File: src/rtl/axifull_to_axis_pkg.sv
// Shared types and constants for the AXI4 read burst to AXI-Stream bridge.
package axifull_to_axis_pkg;

   localparam int unsigned DATA_W = 64;
   localparam int unsigned KEEP_W = 8;
   localparam int unsigned LEN_W  = 16;
   localparam int unsigned BEAT_W = 14;
   localparam int unsigned DEST_W = 3;

   localparam logic [2:0] SIZE_8B       = 3'b011;
   localparam logic [1:0] BURST_INCR    = 2'b01;
   localparam logic [3:0] CACHE_DEFAULT = 4'b0011;
   localparam logic [1:0] RESP_OKAY     = 2'b00;

   typedef enum logic [1:0] {
      ST_IDLE  = 2'd0,
      ST_ADDR  = 2'd1,
      ST_DATA  = 2'd2,
      ST_DRAIN = 2'd3
   } state_e;

   typedef struct packed {
      logic [DATA_W-1:0] data;
      logic              last;
      logic [KEEP_W-1:0] keep;
      logic              user;
   } axis_beat_t;

   // Byte-enable pattern for the final beat of a packet of the given length.
   function automatic logic [KEEP_W-1:0] keep_from_len(input logic [2:0] len_lo);
      logic [KEEP_W-1:0] keep;
      if (len_lo == 3'd0) keep = 8'hFF;
      else                keep = KEEP_W'((9'd1 << len_lo) - 9'd1);
      return keep;
   endfunction

endpackage

File: src/rtl/axifull_to_axis_if.sv
// AXI4 read channels plus the AXI-Stream output, bundled for the bridge.
interface axifull_to_axis_if #(
   parameter int unsigned ID_W   = 1,
   parameter int unsigned ADDR_W = 32,
   parameter int unsigned DATA_W = 64
);
   logic [ID_W-1:0]   M_AXI_ARID;
   logic [ADDR_W-1:0] M_AXI_ARADDR;
   logic [7:0]        M_AXI_ARLEN;
   logic [2:0]        M_AXI_ARSIZE;
   logic [1:0]        M_AXI_ARBURST;
   logic              M_AXI_ARLOCK;
   logic [3:0]        M_AXI_ARCACHE;
   logic [2:0]        M_AXI_ARPROT;
   logic [3:0]        M_AXI_ARQOS;
   logic              M_AXI_ARVALID;
   logic              M_AXI_ARREADY;
   logic [ID_W-1:0]   M_AXI_RID;
   logic [DATA_W-1:0] M_AXI_RDATA;
   logic [1:0]        M_AXI_RRESP;
   logic              M_AXI_RLAST;
   logic              M_AXI_RVALID;
   logic              M_AXI_RREADY;

   logic              m_axis_tvalid;
   logic [DATA_W-1:0] m_axis_tdata;
   logic              m_axis_tlast;
   logic [7:0]        m_axis_tkeep;
   logic              m_axis_tuser;
   logic [2:0]        m_axis_tdest;
   logic              m_axis_tready;

   modport master (
      output M_AXI_ARID, M_AXI_ARADDR, M_AXI_ARLEN, M_AXI_ARSIZE, M_AXI_ARBURST,
             M_AXI_ARLOCK, M_AXI_ARCACHE, M_AXI_ARPROT, M_AXI_ARQOS, M_AXI_ARVALID,
             M_AXI_RREADY,
             m_axis_tvalid, m_axis_tdata, m_axis_tlast, m_axis_tkeep, m_axis_tuser,
             m_axis_tdest,
      input  M_AXI_ARREADY, M_AXI_RID, M_AXI_RDATA, M_AXI_RRESP, M_AXI_RLAST,
             M_AXI_RVALID, m_axis_tready
   );

   modport slave (
      input  M_AXI_ARID, M_AXI_ARADDR, M_AXI_ARLEN, M_AXI_ARSIZE, M_AXI_ARBURST,
             M_AXI_ARLOCK, M_AXI_ARCACHE, M_AXI_ARPROT, M_AXI_ARQOS, M_AXI_ARVALID,
             M_AXI_RREADY,
             m_axis_tvalid, m_axis_tdata, m_axis_tlast, m_axis_tkeep, m_axis_tuser,
             m_axis_tdest,
      output M_AXI_ARREADY, M_AXI_RID, M_AXI_RDATA, M_AXI_RRESP, M_AXI_RLAST,
             M_AXI_RVALID, m_axis_tready
   );
endinterface

File: src/rtl/axifull_to_axis_axis_out_reg.sv
// Single-entry AXI-Stream output register; reloads in the same cycle it drains.
module axifull_to_axis_axis_out_reg
   import axifull_to_axis_pkg::*;
(
   input  logic       clk,
   input  logic       rst_n,
   input  logic       load_i,
   input  axis_beat_t beat_i,
   input  logic       tready_i,
   output logic       ready_c,
   output logic       tvalid,
   output axis_beat_t beat_o
);
   logic       valid_q, valid_d;
   axis_beat_t beat_q, beat_d;

   assign ready_c = ~valid_q | tready_i;
   assign tvalid  = valid_q;
   assign beat_o  = beat_q;

   always_comb begin
      valid_d = valid_q;
      beat_d  = beat_q;
      if (load_i) begin
         valid_d = 1'b1;
         beat_d  = beat_i;
      end else if (tready_i) begin
         valid_d = 1'b0;
      end
   end

   always_ff @(posedge clk or negedge rst_n) begin
      if (!rst_n) begin
         valid_q <= 1'b0;
         beat_q  <= '0;
      end else begin
         valid_q <= valid_d;
         beat_q  <= beat_d;
      end
   end
endmodule

File: src/rtl/axifull_to_axis.sv
// Reads a byte range from AXI4 memory in aligned INCR bursts and emits one AXI-Stream packet.
// Optional AXIFULL_TO_AXIS_RRESP_CHECK_EN: flag R-channel errors on m_axis_tuser (sticky per packet).
module axifull_to_axis
   import axifull_to_axis_pkg::*;
#(
   parameter int unsigned C_M_AXI_BURST_LEN  = 16,
   parameter int unsigned C_M_AXI_ID_WIDTH   = 1,
   parameter int unsigned C_M_AXI_ADDR_WIDTH = 32,
   parameter int unsigned C_M_AXI_DATA_WIDTH = 64
) (
   input  logic                          M_AXI_ACLK,
   input  logic                          M_AXI_ARESETN,
   input  logic                          cmd_valid,
   output logic                          cmd_ready,
   input  logic [C_M_AXI_ADDR_WIDTH-1:0] cmd_addr,
   input  logic [LEN_W-1:0]              cmd_len,
   input  logic [DEST_W-1:0]             cmd_dest,
   output logic                          busy,
   axifull_to_axis_if.master             bus
);
   localparam int unsigned ADDR_W = C_M_AXI_ADDR_WIDTH;
   localparam int unsigned BPB    = C_M_AXI_DATA_WIDTH / 8;
   localparam logic [ADDR_W-1:0] ALIGN_MASK = ~ADDR_W'(C_M_AXI_BURST_LEN * BPB - 1);
   localparam logic [BEAT_W-1:0] MAX_BEATS  = BEAT_W'(C_M_AXI_BURST_LEN);

   state_e              state_q, state_d;
   logic                cmd_ready_q, cmd_ready_d;
   logic                busy_q, busy_d;
   logic                arvalid_q, arvalid_d;
   logic [ADDR_W-1:0]   araddr_q, araddr_d;
   logic [7:0]          arlen_q, arlen_d;
   logic [BEAT_W-1:0]   remaining_q, remaining_d;
   logic [BEAT_W-1:0]   total_q, total_d;
   logic [BEAT_W-1:0]   beat_q, beat_d;
   logic [KEEP_W-1:0]   last_keep_q, last_keep_d;
   logic [DEST_W-1:0]   dest_q, dest_d;

   logic       out_ready_c, rready_c, r_hs_c, ar_hs_c, cmd_hs_c, is_last_c, resp_err_c;
   logic       tvalid;
   logic [BEAT_W-1:0] cmd_beats_c;
   axis_beat_t beat_c, beat_out;

   function automatic logic [7:0] arlen_for(input logic [BEAT_W-1:0] rem);
      return 8'(((rem > MAX_BEATS) ? MAX_BEATS : rem) - BEAT_W'(1));
   endfunction

   assign rready_c    = (state_q == ST_DATA) & out_ready_c;
   assign r_hs_c      = bus.M_AXI_RVALID & rready_c;
   assign ar_hs_c     = arvalid_q & bus.M_AXI_ARREADY;
   assign cmd_hs_c    = cmd_valid & cmd_ready_q;
   assign cmd_beats_c = BEAT_W'((17'(cmd_len) + 17'd7) >> 3);
   assign is_last_c   = (beat_q == total_q - BEAT_W'(1));
   assign resp_err_c  = (bus.M_AXI_RRESP != RESP_OKAY);

`ifdef AXIFULL_TO_AXIS_RRESP_CHECK_EN
   logic err_q, err_d;
   logic unused_rid;
   assign unused_rid = ^bus.M_AXI_RID;
   assign beat_c.user = err_q | resp_err_c;
`else
   logic unused_r;
   assign unused_r = ^{bus.M_AXI_RID, resp_err_c};
   assign beat_c.user = 1'b0;
`endif
   assign beat_c.data = bus.M_AXI_RDATA;
   assign beat_c.last = is_last_c;
   assign beat_c.keep = is_last_c ? last_keep_q : 8'hFF;

   // Burst sequencing: one AR outstanding, next AR issued right after RLAST.
   always_comb begin
      state_d     = state_q;
      araddr_d    = araddr_q;
      arlen_d     = arlen_q;
      remaining_d = remaining_q;
      total_d     = total_q;
      beat_d      = beat_q;
      last_keep_d = last_keep_q;
      dest_d      = dest_q;
`ifdef AXIFULL_TO_AXIS_RRESP_CHECK_EN
      err_d       = err_q;
      if (r_hs_c && resp_err_c) err_d = 1'b1;
`endif
      if (r_hs_c) beat_d = beat_q + BEAT_W'(1);
      case (state_q)
         ST_IDLE: begin
            if (cmd_hs_c && (cmd_len != '0)) begin
               total_d     = cmd_beats_c;
               remaining_d = cmd_beats_c;
               beat_d      = '0;
               last_keep_d = keep_from_len(cmd_len[2:0]);
               dest_d      = cmd_dest;
               araddr_d    = cmd_addr & ALIGN_MASK;
               arlen_d     = arlen_for(cmd_beats_c);
`ifdef AXIFULL_TO_AXIS_RRESP_CHECK_EN
               err_d       = 1'b0;
`endif
               state_d     = ST_ADDR;
            end
         end
         ST_ADDR: begin
            if (ar_hs_c) begin
               araddr_d    = araddr_q + (ADDR_W'(arlen_q) + ADDR_W'(1)) * ADDR_W'(BPB);
               remaining_d = remaining_q - (BEAT_W'(arlen_q) + BEAT_W'(1));
               state_d     = ST_DATA;
            end
         end
         ST_DATA: begin
            if (r_hs_c && bus.M_AXI_RLAST) begin
               if (remaining_q != '0) begin
                  arlen_d = arlen_for(remaining_q);
                  state_d = ST_ADDR;
               end else begin
                  state_d = ST_DRAIN;
               end
            end
         end
         ST_DRAIN: begin
            if (!tvalid || bus.m_axis_tready) state_d = ST_IDLE;
         end
         default: state_d = ST_IDLE;
      endcase
      cmd_ready_d = (state_d == ST_IDLE);
      busy_d      = (state_d != ST_IDLE);
      arvalid_d   = (state_d == ST_ADDR);
   end

   always_ff @(posedge M_AXI_ACLK or negedge M_AXI_ARESETN) begin
      if (!M_AXI_ARESETN) begin
         state_q     <= ST_IDLE;
         cmd_ready_q <= 1'b0;
         busy_q      <= 1'b0;
         arvalid_q   <= 1'b0;
         araddr_q    <= '0;
         arlen_q     <= '0;
         remaining_q <= '0;
         total_q     <= '0;
         beat_q      <= '0;
         last_keep_q <= '0;
         dest_q      <= '0;
`ifdef AXIFULL_TO_AXIS_RRESP_CHECK_EN
         err_q       <= 1'b0;
`endif
      end else begin
         state_q     <= state_d;
         cmd_ready_q <= cmd_ready_d;
         busy_q      <= busy_d;
         arvalid_q   <= arvalid_d;
         araddr_q    <= araddr_d;
         arlen_q     <= arlen_d;
         remaining_q <= remaining_d;
         total_q     <= total_d;
         beat_q      <= beat_d;
         last_keep_q <= last_keep_d;
         dest_q      <= dest_d;
`ifdef AXIFULL_TO_AXIS_RRESP_CHECK_EN
         err_q       <= err_d;
`endif
      end
   end

   axifull_to_axis_axis_out_reg u_axis_out_reg (
      .clk      (M_AXI_ACLK),
      .rst_n    (M_AXI_ARESETN),
      .load_i   (r_hs_c),
      .beat_i   (beat_c),
      .tready_i (bus.m_axis_tready),
      .ready_c  (out_ready_c),
      .tvalid   (tvalid),
      .beat_o   (beat_out)
   );

   assign cmd_ready         = cmd_ready_q;
   assign busy              = busy_q;
   assign bus.M_AXI_ARID    = C_M_AXI_ID_WIDTH'(0);
   assign bus.M_AXI_ARADDR  = araddr_q;
   assign bus.M_AXI_ARLEN   = arlen_q;
   assign bus.M_AXI_ARSIZE  = SIZE_8B;
   assign bus.M_AXI_ARBURST = BURST_INCR;
   assign bus.M_AXI_ARLOCK  = 1'b0;
   assign bus.M_AXI_ARCACHE = CACHE_DEFAULT;
   assign bus.M_AXI_ARPROT  = 3'b000;
   assign bus.M_AXI_ARQOS   = 4'b0000;
   assign bus.M_AXI_ARVALID = arvalid_q;
   assign bus.M_AXI_RREADY  = rready_c;
   assign bus.m_axis_tvalid = tvalid;
   assign bus.m_axis_tdata  = beat_out.data;
   assign bus.m_axis_tlast  = beat_out.last;
   assign bus.m_axis_tkeep  = beat_out.keep;
   assign bus.m_axis_tuser  = beat_out.user;
   assign bus.m_axis_tdest  = dest_q;
endmodule

File: src/flat_wrapper.sv
// flat-port wrapper written by rule: the top's interface ports become plain ports
module axifull_to_axis_flat import axifull_to_axis_pkg::*;
#(
   parameter int unsigned C_M_AXI_BURST_LEN  = 16,
   parameter int unsigned C_M_AXI_ID_WIDTH   = 1,
   parameter int unsigned C_M_AXI_ADDR_WIDTH = 32,
   parameter int unsigned C_M_AXI_DATA_WIDTH = 64
)
  (M_AXI_ACLK, M_AXI_ARESETN, cmd_valid, cmd_ready, cmd_addr, cmd_len, cmd_dest, busy, bus_M_AXI_ARID, bus_M_AXI_ARADDR, bus_M_AXI_ARLEN, bus_M_AXI_ARSIZE, bus_M_AXI_ARBURST, bus_M_AXI_ARLOCK, bus_M_AXI_ARCACHE, bus_M_AXI_ARPROT, bus_M_AXI_ARQOS, bus_M_AXI_ARVALID, bus_M_AXI_RREADY, bus_m_axis_tvalid, bus_m_axis_tdata, bus_m_axis_tlast, bus_m_axis_tkeep, bus_m_axis_tuser, bus_m_axis_tdest, bus_M_AXI_ARREADY, bus_M_AXI_RID, bus_M_AXI_RDATA, bus_M_AXI_RRESP, bus_M_AXI_RLAST, bus_M_AXI_RVALID, bus_m_axis_tready);
  axifull_to_axis_if bus_i ();
  input  logic M_AXI_ACLK;
  input  logic M_AXI_ARESETN;
  input  logic cmd_valid;
  output logic cmd_ready;
  input  logic [C_M_AXI_ADDR_WIDTH-1:0] cmd_addr;
  input  logic [LEN_W-1:0] cmd_len;
  input  logic [DEST_W-1:0] cmd_dest;
  output logic busy;
  output wire logic [$bits(bus_i.M_AXI_ARID)-1:0] bus_M_AXI_ARID;
  output wire logic [$bits(bus_i.M_AXI_ARADDR)-1:0] bus_M_AXI_ARADDR;
  output wire logic [$bits(bus_i.M_AXI_ARLEN)-1:0] bus_M_AXI_ARLEN;
  output wire logic [$bits(bus_i.M_AXI_ARSIZE)-1:0] bus_M_AXI_ARSIZE;
  output wire logic [$bits(bus_i.M_AXI_ARBURST)-1:0] bus_M_AXI_ARBURST;
  output wire logic [$bits(bus_i.M_AXI_ARLOCK)-1:0] bus_M_AXI_ARLOCK;
  output wire logic [$bits(bus_i.M_AXI_ARCACHE)-1:0] bus_M_AXI_ARCACHE;
  output wire logic [$bits(bus_i.M_AXI_ARPROT)-1:0] bus_M_AXI_ARPROT;
  output wire logic [$bits(bus_i.M_AXI_ARQOS)-1:0] bus_M_AXI_ARQOS;
  output wire logic [$bits(bus_i.M_AXI_ARVALID)-1:0] bus_M_AXI_ARVALID;
  output wire logic [$bits(bus_i.M_AXI_RREADY)-1:0] bus_M_AXI_RREADY;
  output wire logic [$bits(bus_i.m_axis_tvalid)-1:0] bus_m_axis_tvalid;
  output wire logic [$bits(bus_i.m_axis_tdata)-1:0] bus_m_axis_tdata;
  output wire logic [$bits(bus_i.m_axis_tlast)-1:0] bus_m_axis_tlast;
  output wire logic [$bits(bus_i.m_axis_tkeep)-1:0] bus_m_axis_tkeep;
  output wire logic [$bits(bus_i.m_axis_tuser)-1:0] bus_m_axis_tuser;
  output wire logic [$bits(bus_i.m_axis_tdest)-1:0] bus_m_axis_tdest;
  input wire logic [$bits(bus_i.M_AXI_ARREADY)-1:0] bus_M_AXI_ARREADY;
  input wire logic [$bits(bus_i.M_AXI_RID)-1:0] bus_M_AXI_RID;
  input wire logic [$bits(bus_i.M_AXI_RDATA)-1:0] bus_M_AXI_RDATA;
  input wire logic [$bits(bus_i.M_AXI_RRESP)-1:0] bus_M_AXI_RRESP;
  input wire logic [$bits(bus_i.M_AXI_RLAST)-1:0] bus_M_AXI_RLAST;
  input wire logic [$bits(bus_i.M_AXI_RVALID)-1:0] bus_M_AXI_RVALID;
  input wire logic [$bits(bus_i.m_axis_tready)-1:0] bus_m_axis_tready;
  assign bus_M_AXI_ARID = bus_i.M_AXI_ARID;
  assign bus_M_AXI_ARADDR = bus_i.M_AXI_ARADDR;
  assign bus_M_AXI_ARLEN = bus_i.M_AXI_ARLEN;
  assign bus_M_AXI_ARSIZE = bus_i.M_AXI_ARSIZE;
  assign bus_M_AXI_ARBURST = bus_i.M_AXI_ARBURST;
  assign bus_M_AXI_ARLOCK = bus_i.M_AXI_ARLOCK;
  assign bus_M_AXI_ARCACHE = bus_i.M_AXI_ARCACHE;
  assign bus_M_AXI_ARPROT = bus_i.M_AXI_ARPROT;
  assign bus_M_AXI_ARQOS = bus_i.M_AXI_ARQOS;
  assign bus_M_AXI_ARVALID = bus_i.M_AXI_ARVALID;
  assign bus_M_AXI_RREADY = bus_i.M_AXI_RREADY;
  assign bus_m_axis_tvalid = bus_i.m_axis_tvalid;
  assign bus_m_axis_tdata = bus_i.m_axis_tdata;
  assign bus_m_axis_tlast = bus_i.m_axis_tlast;
  assign bus_m_axis_tkeep = bus_i.m_axis_tkeep;
  assign bus_m_axis_tuser = bus_i.m_axis_tuser;
  assign bus_m_axis_tdest = bus_i.m_axis_tdest;
  assign bus_i.M_AXI_ARREADY = bus_M_AXI_ARREADY;
  assign bus_i.M_AXI_RID = bus_M_AXI_RID;
  assign bus_i.M_AXI_RDATA = bus_M_AXI_RDATA;
  assign bus_i.M_AXI_RRESP = bus_M_AXI_RRESP;
  assign bus_i.M_AXI_RLAST = bus_M_AXI_RLAST;
  assign bus_i.M_AXI_RVALID = bus_M_AXI_RVALID;
  assign bus_i.m_axis_tready = bus_m_axis_tready;
  axifull_to_axis #(.C_M_AXI_BURST_LEN(C_M_AXI_BURST_LEN), .C_M_AXI_ID_WIDTH(C_M_AXI_ID_WIDTH), .C_M_AXI_ADDR_WIDTH(C_M_AXI_ADDR_WIDTH), .C_M_AXI_DATA_WIDTH(C_M_AXI_DATA_WIDTH)) u_core (.M_AXI_ACLK(M_AXI_ACLK), .M_AXI_ARESETN(M_AXI_ARESETN), .cmd_valid(cmd_valid), .cmd_ready(cmd_ready), .cmd_addr(cmd_addr), .cmd_len(cmd_len), .cmd_dest(cmd_dest), .busy(busy), .bus(bus_i));
endmodule
File: config.mk
export PLATFORM = sky130hd
export DESIGN_NAME = axifull_to_axis_flat
export DESIGN_NICKNAME = d
export VERILOG_FILES = /design/src/rtl/axifull_to_axis_pkg.sv /design/src/rtl/axifull_to_axis_if.sv /design/src/rtl/axifull_to_axis_axis_out_reg.sv /design/src/rtl/axifull_to_axis.sv /design/src/flat_wrapper.sv
export SDC_FILE = /design/constraint.sdc
export NUM_CORES = 1
export LEC_CHECK = 0
export CORE_MARGIN = 2
export CORE_UTILIZATION = 25
export CTS_BUF_LIST = sky130_fd_sc_hd__clkbuf_8
export CTS_CLUSTER_DIAMETER = 50
export DETAILED_ROUTE_END_ITERATION = 10
export PLACE_DENSITY_LB_ADDON = 0.2
export SLEW_MARGIN = 10
export SYNTH_ARGS = -nofsm -noshare
export SYNTH_HDL_FRONTEND = slang
export SYNTH_SLANG_ARGS = --single-unit
File: constraint.sdc
create_clock -name M_AXI_ACLK -period 4.9 [get_ports M_AXI_ACLK]
set_clock_uncertainty 0.05 [all_clocks]
set_input_delay 0.49 -clock M_AXI_ACLK [delete_from_list [all_inputs] [get_ports M_AXI_ACLK]]
set_output_delay 0.49 -clock M_AXI_ACLK [all_outputs]
set_load 0.005 [all_outputs]
# [After elaboration in Yosys (flattened, before gate mapping)]
# Index checks and enable logic that the tools add are counted.
[word_totals] reg_bits=172 input_bits=125 output_inout_bits=140 wordCells=84
[op_classes] add_sub_neg=10 n_lt_le_gt_ge=2 eq_ne=9 shift=1 mux=25 n_bitwise=6 n_reduce_logical=16
[ops] cell="14-bit 2-to-1 mux" n=5
[ops] cell="32-bit 2-to-1 mux" n=2
[ops] cell="32-bit one-hot mux with 2 select lines" n=1
[ops] cell="8-bit 2-to-1 mux" n=7
[ops] cell="32-bit adder" n=1
[ops] cell="14-bit by 5-bit > comparator with 1-bit output (second input constant)" n=2
[ops] cell="14-bit one-hot mux with 2 select lines" n=1
[ops] cell="8-bit by 1-bit subtractor with 8-bit output (second input constant)" n=3
[ops] cell="8-bit by 1-bit adder with 9-bit output (second input constant)" n=2
[ops] cell="16-bit by 3-bit adder with 17-bit output (second input constant)" n=1
[ops] cell="8-bit one-hot mux with 2 select lines" n=1
[ops] cell="16-bit nonzero test" n=1
[ops] cell="14-bit by 1-bit adder with 14-bit output (second input constant)" n=1
[ops] cell="14-bit == test" n=1
[ops] cell="14-bit nonzero test" n=1
[ops] cell="14-bit by 1-bit subtractor with 14-bit output (second input constant)" n=1
[ops] cell="14-bit by 9-bit subtractor with 14-bit output" n=1
[ops] cell="2-bit 2-to-1 mux" n=5
[ops] cell="2-bit one-hot mux with 4 select lines" n=1
[ops] cell="2-bit nonzero test" n=4
[ops] cell="1-bit by 3-bit left shift with 8-bit output (first input constant)" n=1
[ops] cell="1-bit AND" n=4
[ops] cell="2-bit by 1-bit == test with 1-bit output (second input constant)" n=2
[ops] cell="2-bit == test (second input constant)" n=2
[ops] cell="13 further kinds" n=18

# [Depth between registers and ports, before layout]
# Gate-level depths: netlist of the first run.
[depth] ltp_word=8 mapped_depth=12 ltp_nobuf=11

# [By module]
# From an unflattened synthesis of the first run, not the netlist that was laid out.
[unflattened] hier_cells=920 hier_area_um2=9414.0
[by_module_without_submodules] module="axifull_to_axis" instances=1 cells_each=761 area_each_um2=6429.9 seq_area_each_um2=2377.3
[by_module_without_submodules] module="axifull_to_axis_axis_out_reg" instances=1 cells_each=159 area_each_um2=2984.1 seq_area_each_um2=1876.8

# [Worst setup path after synthesis of the first run]
# No wires, ideal clock.
[synth_path] path_type="flip-flop to flip-flop" startpoint="reg u_core.arlen_q[0] (netlist: u_core.bus.M_AXI_ARLEN[0])" endpoint="reg u_core.araddr_q[13] (netlist: u_core.bus.M_AXI_ARADDR[13])" t_arrival_ns=2.574 setup_slack_ns=2.150 path_stages_with_launch=11 path_buffers=0 period_less_slack_ns=2.750 path_cell_list="dfrtp_1 -> ha_1 -> nand3_1 -> nor2_1 -> xnor2_1 -> ha_1 -> or3_1 -> o2111a_1 -> o21ai_0 -> a21oi_1 -> o2bb2a_1"
[synth_via] elab_chain_cells=4
[synth_rtl] element="start: declaration" line_no="axifull_to_axis.sv:31" source="logic [7:0] arlen_q, arlen_d;"
[synth_rtl] element="start signal: assignment" line_no="axifull_to_axis.sv:149" source="arlen_q <= arlen_d;"
[synth_rtl] element="8-bit by 1-bit adder with 9-bit output" line_no="axifull_to_axis.sv:102" source="araddr_d = araddr_q + (ADDR_W'(arlen_q) + ADDR_W'(1)) * ADDR_W'(BPB);"
[synth_rtl] element="32-bit adder" line_no="axifull_to_axis.sv:102"
[synth_rtl] element="32-bit 2-to-1 mux" line_no="axifull_to_axis.sv:101" source="if (ar_hs_c) begin"
[synth_rtl] element="32-bit one-hot mux with 2 select lines" line_no="axifull_to_axis.sv:84" source="case (state_q)"
[synth_rtl] element="end signal: assignment" line_no="axifull_to_axis.sv:148" source="araddr_q <= araddr_d;"
[synth_rtl] element="end: declaration" line_no="axifull_to_axis.sv:30" source="logic [ADDR_W-1:0] araddr_q, araddr_d;"
# Every way passes these cells. The select of a mux whose other input is x is not followed.
# A chain may end at the register's enable or synchronous reset.

# [Worst setup path after layout of the first run]
[layout_path] startpoint="reg u_core.arlen_q[0] (netlist: u_core.bus.M_AXI_ARLEN[0])" endpoint="reg u_core.araddr_q[23] (netlist: u_core.bus.M_AXI_ARADDR[23])"
# Same word-level chain as after synthesis.

==> flow_summary.toml, run 1 <==
[placement]
dp_hpwl_um = 20870
numPortBuffers = 232
gp_congestion = 0.8349
dp.cells = 1704

[synth]
synth_area_leaders = "dfrtp_1 46%, nand2_1 11%, nor2_1 3.1%"
synthCells = 1045
synth_seq_area_share_pct = 45.70
yosys.area.top_type = "dfrtp_1"
synth_edf_count = 0
yosysWarnings = 0
synth_top_area_share_pct = 45.70
synth_common_cells = "273 x nand2_1, 169 x dfrtp_1, 76 x nor2_1, 50 x o21ai_0, 47 x a21oi_1"
synth.distinct_cells = 78
synth_ff_type = "dfrtp_1"
yosys_register_bits = 169
async_flop_share_pct = 100.0
synth_area_um2 = 9254
avgSynthCellArea_um2 = 8.855
synth.most_common_cell = "nand2_1"

[clock_tree]
cts_hold_buffers = 0
htree_num_levels = 4
cts_resized = 0
cts_setup_buffers = 0
cts-root-buf = "clkbuf_8"
cts_tree = "yes"
clk_pin_slew_worst_paths_ps = 100
cts_buffers = 17
clockBufferDepth = 2
cts_sinks = 169
clk_latency_ps = 500

[routing]
maxUsedRoutingLayer = "met5"
remaining_drc_errors = 0
dr.pass1.iters = 5
vias_per_cell = 4.691
wl_per_cell_um = 16.76
wl_met1_um = 12690
wl_met3_um = 1494
drt_iter0_drc = 418
num_vias = 8143
dr_wl_met2_um = 14230
ant_nets = 0
routed_wl_um = 29090

[power]
combPwrFrac_pct = 47.3
seqPwrFrac_pct = 36.8
power.density_nw_per_um2 = 539.8
power_frac_clock_pct = 16.0
intPower_w = 0.004038
ir_drop_mv = 0.2145
p_sw_w = 0.002616
power.leakage_nw = 5.188
power_switching_share_pct = 39.32

[critical_path]
slowest_stage = "a211oi_1"
startpoint_type = "flop"
cp.arrival_ps = 3590
cp.required_ps = 5240
path_class = "reg -> reg"
crit_fanout = 5
path_delay_family = "compound AO/OA/AOI/OAI gates"
critPathMaxStageDelay_ps = 680
endpoint_kind = "flop"
path_cells = "inv_1 > ha_1 > inv_1 > fa_1 > nor2b_1 > o31a_1 > o2111ai_1 > a211oi_1 > a211oi_1 > a311oi_1"
cp.buffers_inverters = 2

[grt]
grt_pass1_wl_um = 45900
overflow = 0
grt_pass1_vias = 7904
grt_max_degree = 96
grtUsageTotal_pct = 15.27
antenna_found_initial = 2

[floorplanning]
die_area_um2 = 38570
fp-row-count = 70
dieWidth_um = 196.4
fp.dieH_um = 196.4
placeableCoreArea_um2 = 36520
num_io_pins = 265
initial_core_util_pct = 25.34

[timing]
fmax_mhz = 307.6
tightest_slew_ps = 1101
finalSetupViolCount = 0
post-route-min-period_ps = 3250
report.final.slew_viol_count = 0
post-route-period-util_pct = 66.34
hold_viol = 0
relSlewSlack_pct = 26.36
rsz0062_at_grt = "no"
fin_tns_setup_ps = 0

[final_layout]
seqCellArea_um2 = 4229
final_cells = 1736
final_nets = 1403
drive_gt1_share_pct = 5.209
fillers = 3773
multiInputGateArea_um2 = 4647
area_growth_pct = 33.22

[run]
maxCapViolations = 0

[worst_hold_path]
min_path_type = "in -> async"

[status]
status = "finished clean"
-- cells in the final DEF (no fill, tap or decap), drive strengths merged, types with 5 or more instances in the layout --
cell type,n
a211oi,14
a21o,5
a21oi,47
a311oi,5
a31oi,11
and3,11
and4,7
buf,13
clkbuf,17
clkdlybuf4s50,231
conb,22
dfrtp,169
ha,21
inv,24
mux2i,6
nand2,273
nand2b,11
nand3,23
nand3b,7
nand4,9
nand4b,5
nor2,76
nor2b,8
nor3,22
nor4,13
o21a,5
o21ai,50
o22a,17
o22ai,5
or3,15
xnor2,31
xor2,23
-- power groups by stage --
| stage | clock, W | sequential [W] | combinational [W] |
|---|---|---|---|
| 2_1_floorplan | 0 | 0.00239 | 0.00176 |
| 3_3_place_gp | 0 | 0.00246 | 0.00314 |
| 3_5_place_dp | 0 | 0.00247 | 0.00318 |
| 4_1_cts | 0.00111 | 0.00245 | 0.00319 |
| 5_1_grt | 0.00115 | 0.00254 | 0.00352 |
| 6_report | 0.00106 | 0.00245 | 0.00315 |
-- path summary, 6_finish.rpt --
path | end | startpoint | cells past startpoint | slack [ps]
min | u_core.u_axis_out_reg.beat_o[19] | M_AXI_ARESETN | 1 | 10
max reg2reg | u_core.bus.M_AXI_ARADDR[23] | u_core.bus.M_AXI_ARLEN[0] | 10 | 1650
min reg2reg | u_core.u_axis_out_reg.beat_o[63] | u_core.u_axis_out_reg.beat_o[63] | 2 | 430
max | u_core.bus.M_AXI_ARADDR[23] | u_core.bus.M_AXI_ARLEN[0] | 10 | 1650
min in group M_AXI_ACLK | u_core.u_axis_out_reg.beat_o[63] | u_core.u_axis_out_reg.beat_o[63] | 2 | 430
max in group asynchronous | u_core.bus.m_axis_tdest[2] | M_AXI_ARESETN | 2 | 3610
-- metrics by stage --
step,power [W],area (µm²),hold WS (ps),utilization [%],setup WS [ps]
6_report,0.006654,12330,10.95,33.75,1650
5_1_grt,0.007211,12330,79.67,33.75,1410
4_1_cts,0.006742,12330,61.14,33.75,1583
3_5_place_dp,0.005642,11940,411.3,32.68,1275
3_3_place_gp,0.005605,11940,407.6,32.68,1342
2_1_floorplan,0.004153,9329,144.4,-,2150
-- registers in the layout (all words and copies together), names as in the netlist --
name	count
u_core.bus.M_AXI_ARVALID	1
u_core.busy	1
u_core.bus.m_axis_tdest	3
u_core.u_axis_out_reg.tvalid	1
u_core.u_axis_out_reg.beat_o	73
u_core.remaining_q	14
u_core.state_q	2
u_core.total_q	14
u_core.beat_q	14
u_core.cmd_ready	1
u_core.bus.M_AXI_ARADDR	29
u_core.bus.M_AXI_ARLEN	8
u_core.last_keep_q	8
-- cell families after synthesis --
| logic type | count (synthesis) | share of synthesized area, % |
|---|---|---|
| AND/OR/NAND/NOR | 494 | 24.70 |
| AO/OA/AOI/OAI | 204 | 15.02 |
| flip-flops | 169 | 45.70 |
| buffers and inverters | 89 | 4.976 |
| XOR/XNOR | 54 | 5.111 |
| adder cells (fa/ha/maj) | 23 | 3.272 |
| multiplexers | 10 | 1.136 |
| other | 2 | 0.08116 |
-- metal layers --
| metal | vias to the layer above | track usage (%) |
|---|---|---|
| met1 | 3854 | 19.36 |
| met4 | 2 | 5.079 |
| li1 | 4029 | - |
| met3 | 35 | 3.439 |
| met5 | - | 0 |
| met2 | 223 | 25.72 |
-- final cells by class --
class | count | share of cell area (%)
Clock buffer | 17 | 1.898
Clock inverter | 14 | 1.269
Multi-Input combinational cell | 807 | 37.69
Timing Repair Buffer | 244 | 19.58
Tap cell | 468 | 4.750
Sequential cell | 169 | 34.30
Inverter | 16 | 0.4872
Antenna cell | 1 | 0.02030
(Power assumes the default switching activity.)
==> inputs of run 2 (changes only) <==
==> constraint.sdc (replaced) <==
create_clock -name M_AXI_ACLK -period 2.7 [get_ports M_AXI_ACLK]
set_clock_uncertainty 0.05 [all_clocks]
set_input_delay 0.27 -clock M_AXI_ACLK [delete_from_list [all_inputs] [get_ports M_AXI_ACLK]]
set_output_delay 0.27 -clock M_AXI_ACLK [all_outputs]
set_load 0.005 [all_outputs]
==> run 2 against run 1 <==
Effect of this change:
- via count rose by 4.8%
- count of clock-buffer cells in the layout did not move
- first-iteration DRC count rose by 1.7%
- wire length rose by 3.8%
- die area did not move
- clock power rose by 94%
- combinational power rose by 120%
- register-to-register slack got worse by 1600 ps
- sequential share of layout area fell by 3.2 points
- cell area rose by 10%
- critical path type unchanged
==> flow_summary.toml, run 2 (same netlist as run 1, synthesis figures left out) <==
[floorplanning]
placeableCoreArea_um2 = 36520
die_area_um2 = 38570
fp.dieH_um = 196.4
dieWidth_um = 196.4
initial_core_util_pct = 25.34
fp-row-count = 70
num_io_pins = 265

[status]
status = "finished clean"

[power]
p_total_w = 0.01336
seqPwrFrac_pct = 33.0
power.leakage_nw = 5.795
power_switching_share_pct = 38.66
ir_drop_mv = 0.4557
power.density_nw_per_um2 = 982.8
intPower_w = 0.008198
p_sw_w = 0.005167
combPwrFrac_pct = 51.6
power_frac_clock_pct = 15.4

[final_layout]
final_util_pct = 37.24
final_cells = 1831
area_growth_pct = 46.96
mostFrequentLayoutCell = "nand2_1"
num_antenna_cells = 0
largest_reg_flops = 73
drive_gt1_share_pct = 15.92
mostFrequentLayoutCells = "271 x nand2_1, 231 x clkdlybuf4s50_1, 166 x dfrtp_1"
fillers = 3711
final_nets = 1498

[timing]
relSlewSlack_pct = 46.08
finalSetupViolCount = 0
rsz0062_at_grt = "yes"
post-route-period-util_pct = 99.00
fmax_mhz = 374.1
hold_viol = 0
tightest_slew_ps = 808.8
post-route-min-period_ps = 2673
report.final.slew_viol_count = 0

[routing]
routed_wl_um = 30200
vias_per_cell = 4.659
wl_per_cell_um = 16.49
dr.pass1.iters = 8
ant_nets = 0
remaining_drc_errors = 0
drt_iter0_drc = 425
num_vias = 8530

[critical_path]
crit_fanout = 3
slowest_stage = "dfrtp_2"
path_cells = "ha_4 > xor2_1 > ha_1 > nor2b_4 > o31a_1 > o2111a_2 > buf_6 > o2111ai_4 > a21oi_2 > a2bb2oi_2"
cp.arrival_ps = 3000
path_delay_family = "compound AO/OA/AOI/OAI gates"
critPathMaxStageDelay_ps = 460
startpoint_type = "flop"
path_class = "reg -> reg"
endpoint_kind = "flop"
cp.required_ps = 3020
cp.buffers_inverters = 1

[clock_tree]
clk_pin_slew_worst_paths_ps = 110
cts_tree = "yes"
clk_latency_ps = 480
cts-root-buf = "clkbuf_8"
htree_num_levels = 4
clockBufferDepth = 2
cts_sinks = 169
cts_buffers = 17

[grt]
grt_use_met1_pct = 19.49
overflow = 0
met2_usage_pct = 26.69
antenna_found_initial = 2
top_usage_layer = "met2"
grt_max_degree = 73
grtUsageTotal_pct = 15.47
grt_pass1_vias = 8333
grt_use_met3_pct = 3.251
grt_pass1_wl_um = 46980

[placement]
gp_congestion = 0.8354
dp_hpwl_um = 22040
numPortBuffers = 232
dp.cells = 1787

[worst_hold_path]
min_path_type = "in -> reg"

[run]
maxCapViolations = 0
[run 2: power groups by stage]
stage	Sequential [W]	Clock, W	Combinational (W)
final	0.00442	0.00206	0.00689
after global routing	0.00457	0.00223	0.00759
after CTS	0.00439	0.00214	0.00639
after detailed placement	0.00444	0	0.00631
after global placement	0.00442	0	0.00626
after floorplan	0.00434	0	0.00319
[run 2: path summary, 6_finish.rpt]
kind                                             startpoint                                to  slack (ps)  depth (start not counted)
setup / recovery                  u_core.bus.M_AXI_ARLEN[1]       u_core.bus.M_AXI_ARADDR[31]          30                         10
hold / removal                          bus_M_AXI_RDATA[17]  u_core.u_axis_out_reg.beat_o[27]         250                          3
setup reg to reg                  u_core.bus.M_AXI_ARLEN[1]       u_core.bus.M_AXI_ARADDR[31]          30                         10
hold reg to reg            u_core.u_axis_out_reg.beat_o[39]  u_core.u_axis_out_reg.beat_o[39]         430                          2
max in group asynchronous                     M_AXI_ARESETN  u_core.u_axis_out_reg.beat_o[44]        1510                          3
min in group asynchronous                     M_AXI_ARESETN  u_core.u_axis_out_reg.beat_o[17]         270                          2
[run 2: what timing repair did]
action,CTS,global route
hold endpoints to repair,54,0
pin swaps,5,36
hold buffers,1,0
endpoints found under the setup margin,18,31
cloned,0,1
buffers inserted,2,9
gates resized for setup,16,76
[run 2: per-stage QoR]
step | instance area (µm²) | setup WS [ps] | setup TNS, ps | hold slack [ps]
finish | 13600 | 27.13 | 0 | 250.6
global route | 13600 | -85.04 | -569.6 | 242.3
CTS | 13140 | -5.944 | -7.550 | 211.3
detailed placement | 12610 | -213.7 | -1775 | 248.1
global placement | 12610 | -182.0 | -1612 | 247.8
floorplan | 9329 | 59.59 | 0 | -75.59
[run 2: worst reg2reg max path, stage by stage (launching register included)]
cell       delay, ps
dfrtp_2          460
ha_4             190
xor2_1           150
ha_1             310
nor2b_4          130
o31a_1           370
o2111a_2         320
buf_6            140
o2111ai_4        230
a21oi_2           90
a2bb2oi_2        140
[run 2: cell type report]
cell class | instances | area (µm²) | area share (%)
multi-input cells | 808 | 5077 | 37.34
clock buffers | 17 | 234.0 | 1.720
clock inverters | 15 | 203.9 | 1.500
repair buffers | 338 | 3206 | 23.57
inverters | 16 | 60.06 | 0.4416
well taps | 468 | 585.6 | 4.306
flip-flops and latches | 169 | 4233 | 31.13
[run 2: per-layer routing]
metal / vias up / share of wire (%)
li1: 4215 / -
met1: 4064 / 43
met2: 213 / 50
met3: 34 / 5.2
met4: 4 / 1.8
met5: - / 0.083
==> inputs of run 3 (changes only) <==
==> constraint.sdc (replaced) <==
create_clock -name M_AXI_ACLK -period 2.5 [get_ports M_AXI_ACLK]
set_clock_uncertainty 0.05 [all_clocks]
set_input_delay 0.25 -clock M_AXI_ACLK [delete_from_list [all_inputs] [get_ports M_AXI_ACLK]]
set_output_delay 0.25 -clock M_AXI_ACLK [all_outputs]
set_load 0.005 [all_outputs]
==> run 3 against run 2 <==
Effect of this change:
- the run now ends with negative setup slack left
- combinational power up 11%
- maximum frequency grew 1.8%
- worst setup slack got worse by 150 ps
- sequential power is 7.0% higher
- register-to-register slack worse by 150 ps
- global-route usage rose by 0.43 points
- utilization up 0.71 points
- count of clock-buffer cells in the layout up 2
- non-clock buffer count increased by 47
- cell count rose by 2.7%
- flip-flop and latch count unchanged
- cell area grew 1.9%
- critical path type unchanged
- critical endpoint is now u_core.bus.M_AXI_ARADDR[23]
- largest cell class unchanged
==> flow_summary.toml, run 3 (same netlist as run 1, synthesis figures left out) <==
[status]
status = "finished with violations"
violations = "negative setup slack"

[power]
ir_drop_mv = 0.5898
power.density_nw_per_um2 = 1042
p_total_w = 0.01445
power.leakage_nw = 5.956

[run]
maxCapViolations = 0

[timing]
post-route-period-util_pct = 105.0
layout_setup_ws_ps = -125.1
hold_viol = 0
relSlewSlack_pct = 44.89
post-route-min-period_ps = 2625
report.final.slew_viol_count = 0
tightest_slew_ps = 826.7
rsz0062_at_grt = "yes"
fmax_mhz = 380.9
finalSetupViolCount = 24

[final_layout]
final_nets = 1545
mostFrequentLayoutCell = "nand2_1"
mostFrequentLayoutCells = "270 x nand2_1, 231 x clkdlybuf4s50_1, 167 x dfrtp_1"
final_cells = 1880
area_growth_pct = 49.76
largest_reg_flops = 73
drive_gt1_share_pct = 18.23

[routing]
vias_per_cell = 4.649
dr.pass1.iters = 5
num_vias = 8740
drt_iter0_drc = 493
remaining_drc_errors = 0
routed_wl_um = 30540
ant_nets = 0
wl_per_cell_um = 16.25

[floorplanning]
dieWidth_um = 196.4
fp-row-count = 70
fp.dieH_um = 196.4
placeableCoreArea_um2 = 36520
num_io_pins = 265
initial_core_util_pct = 25.34
die_area_um2 = 38570

[worst_hold_path]
min_path_type = "in -> reg"
min_from = "bus_M_AXI_RDATA[11]"

[clock_tree]
htree_num_levels = 4
cts_sinks = 169
clk_pin_slew_worst_paths_ps = 100
cts_buffers = 17
clk_latency_ps = 480
clockBufferDepth = 2
cts-root-buf = "clkbuf_8"
cts_tree = "yes"

[critical_path]
setup.worst_path.start = "u_core.bus.M_AXI_ARLEN[0]"
rr_startpoint = "u_core.bus.M_AXI_ARLEN[0]"
cp.required_ps = 2830
cp.arrival_ps = 2950
crit_fanout = 4
path_class = "reg -> reg"
startpoint_type = "flop"
endpoint_kind = "flop"

[placement]
dp.cells = 1826
dp_hpwl_um = 22210
numPortBuffers = 232
gp_congestion = 0.8355

[grt]
grt_pass1_vias = 8564
antenna_found_initial = 2
overflow = 0
grt_pass1_wl_um = 47980
grtUsageTotal_pct = 15.90
grt_max_degree = 73
==> run 3: cell types whose count changed in the layout (fill, tap and decap cells not counted), sizes merged <==
cell,change
inv,-3
bufinv,-1
clkbuf,+2
buf,+47
clkinvlp,+2
diode,+2
==> run 3: path summary, 6_finish.rpt <==
path | end | slack, ps | depth (start not counted)
setup / recovery | u_core.bus.M_AXI_ARADDR[23] | -130 | 13
hold / removal | u_core.u_axis_out_reg.beat_o[21] | 240 | 3
max in group asynchronous | u_core.u_axis_out_reg.beat_o[31] | 1340 | 3
min in group asynchronous | u_core.u_axis_out_reg.beat_o[23] | 250 | 2
setup reg to reg | u_core.bus.M_AXI_ARADDR[23] | -130 | 13
hold reg to reg | u_core.last_keep_q[0] | 430 | 1
==> run 3: area by class of cell <==
cell class                      count  area [µm²]
Fill cell                        3703       22660
Multi-Input combinational cell    808        4977
Sequential cell                   169        4232
Timing Repair Buffer              385        3595
Tap cell                          468       585.6
Clock buffer                       19       261.5
Clock inverter                     13       142.6
Inverter                           16       60.06
Antenna cell                        2       5.005
==> run 3: worst max-delay path: stages, from the launching register on <==
cell,delay (ps)
dfrtp_2,410
inv_2,50
nor3_2,160
nand3_1,140
xnor2_1,160
ha_2,330
buf_6,100
o21ai_2,50
nand2b_1,120
buf_6,130
o2111ai_4,170
a211oi_4,320
a211oi_1,110
a311oi_1,220
==> run 3: layer usage <==
| metal | track usage (%) | share of wire, % | wire length (µm) | up-vias |
|---|---|---|---|---|
| met1 | 20.50 | 43 | 13200 | 4159 |
| met3 | 3.217 | 5.2 | 1579 | 39 |
| li1 | - | - | - | 4308 |
| met5 | 0 | 0.039 | 12 | - |
| met2 | 26.36 | 49 | 14990 | 232 |
| met4 | 5.836 | 2.5 | 759 | 2 |
==> run 3: what timing repair did <==
action                                  CTS  global route
cloned                                    1             0
hold buffers                              1             0
endpoints found under the setup margin   36            41
pin swaps                                50            24
resized for setup                        43            34
hold endpoints to repair                 53             0
setup buffers                            13             5
==> run 3: through the flow <==
stage / setup TNS [ps] / hold WS [ps] / worst slack, ps / cell area, µm² / utilization [%]
floorplan: -196.4 / -95.59 / -59.47 / 9371 / -
global placement: -4870 / 234.8 / -289.4 / 12970 / 35.51
detailed placement: -5966 / 238.4 / -369.6 / 12970 / 35.51
CTS: -1617 / 191.7 / -160.8 / 13670 / 37.44
global route: -4951 / 199.6 / -260.5 / 13850 / 37.93
finish: -1540 / 241.3 / -125.1 / 13860 / 37.94
==> run 3: power breakdown <==
group | internal (W) | switching [W] | total [W]
Combinational | 0.00414 | 0.00351 | 0.00764
Clock | 0.000952 | 0.00112 | 0.00208
Sequential | 0.00383 | 0.000898 | 0.00473
Total | 0.00892 | 0.00553 | 0.0144
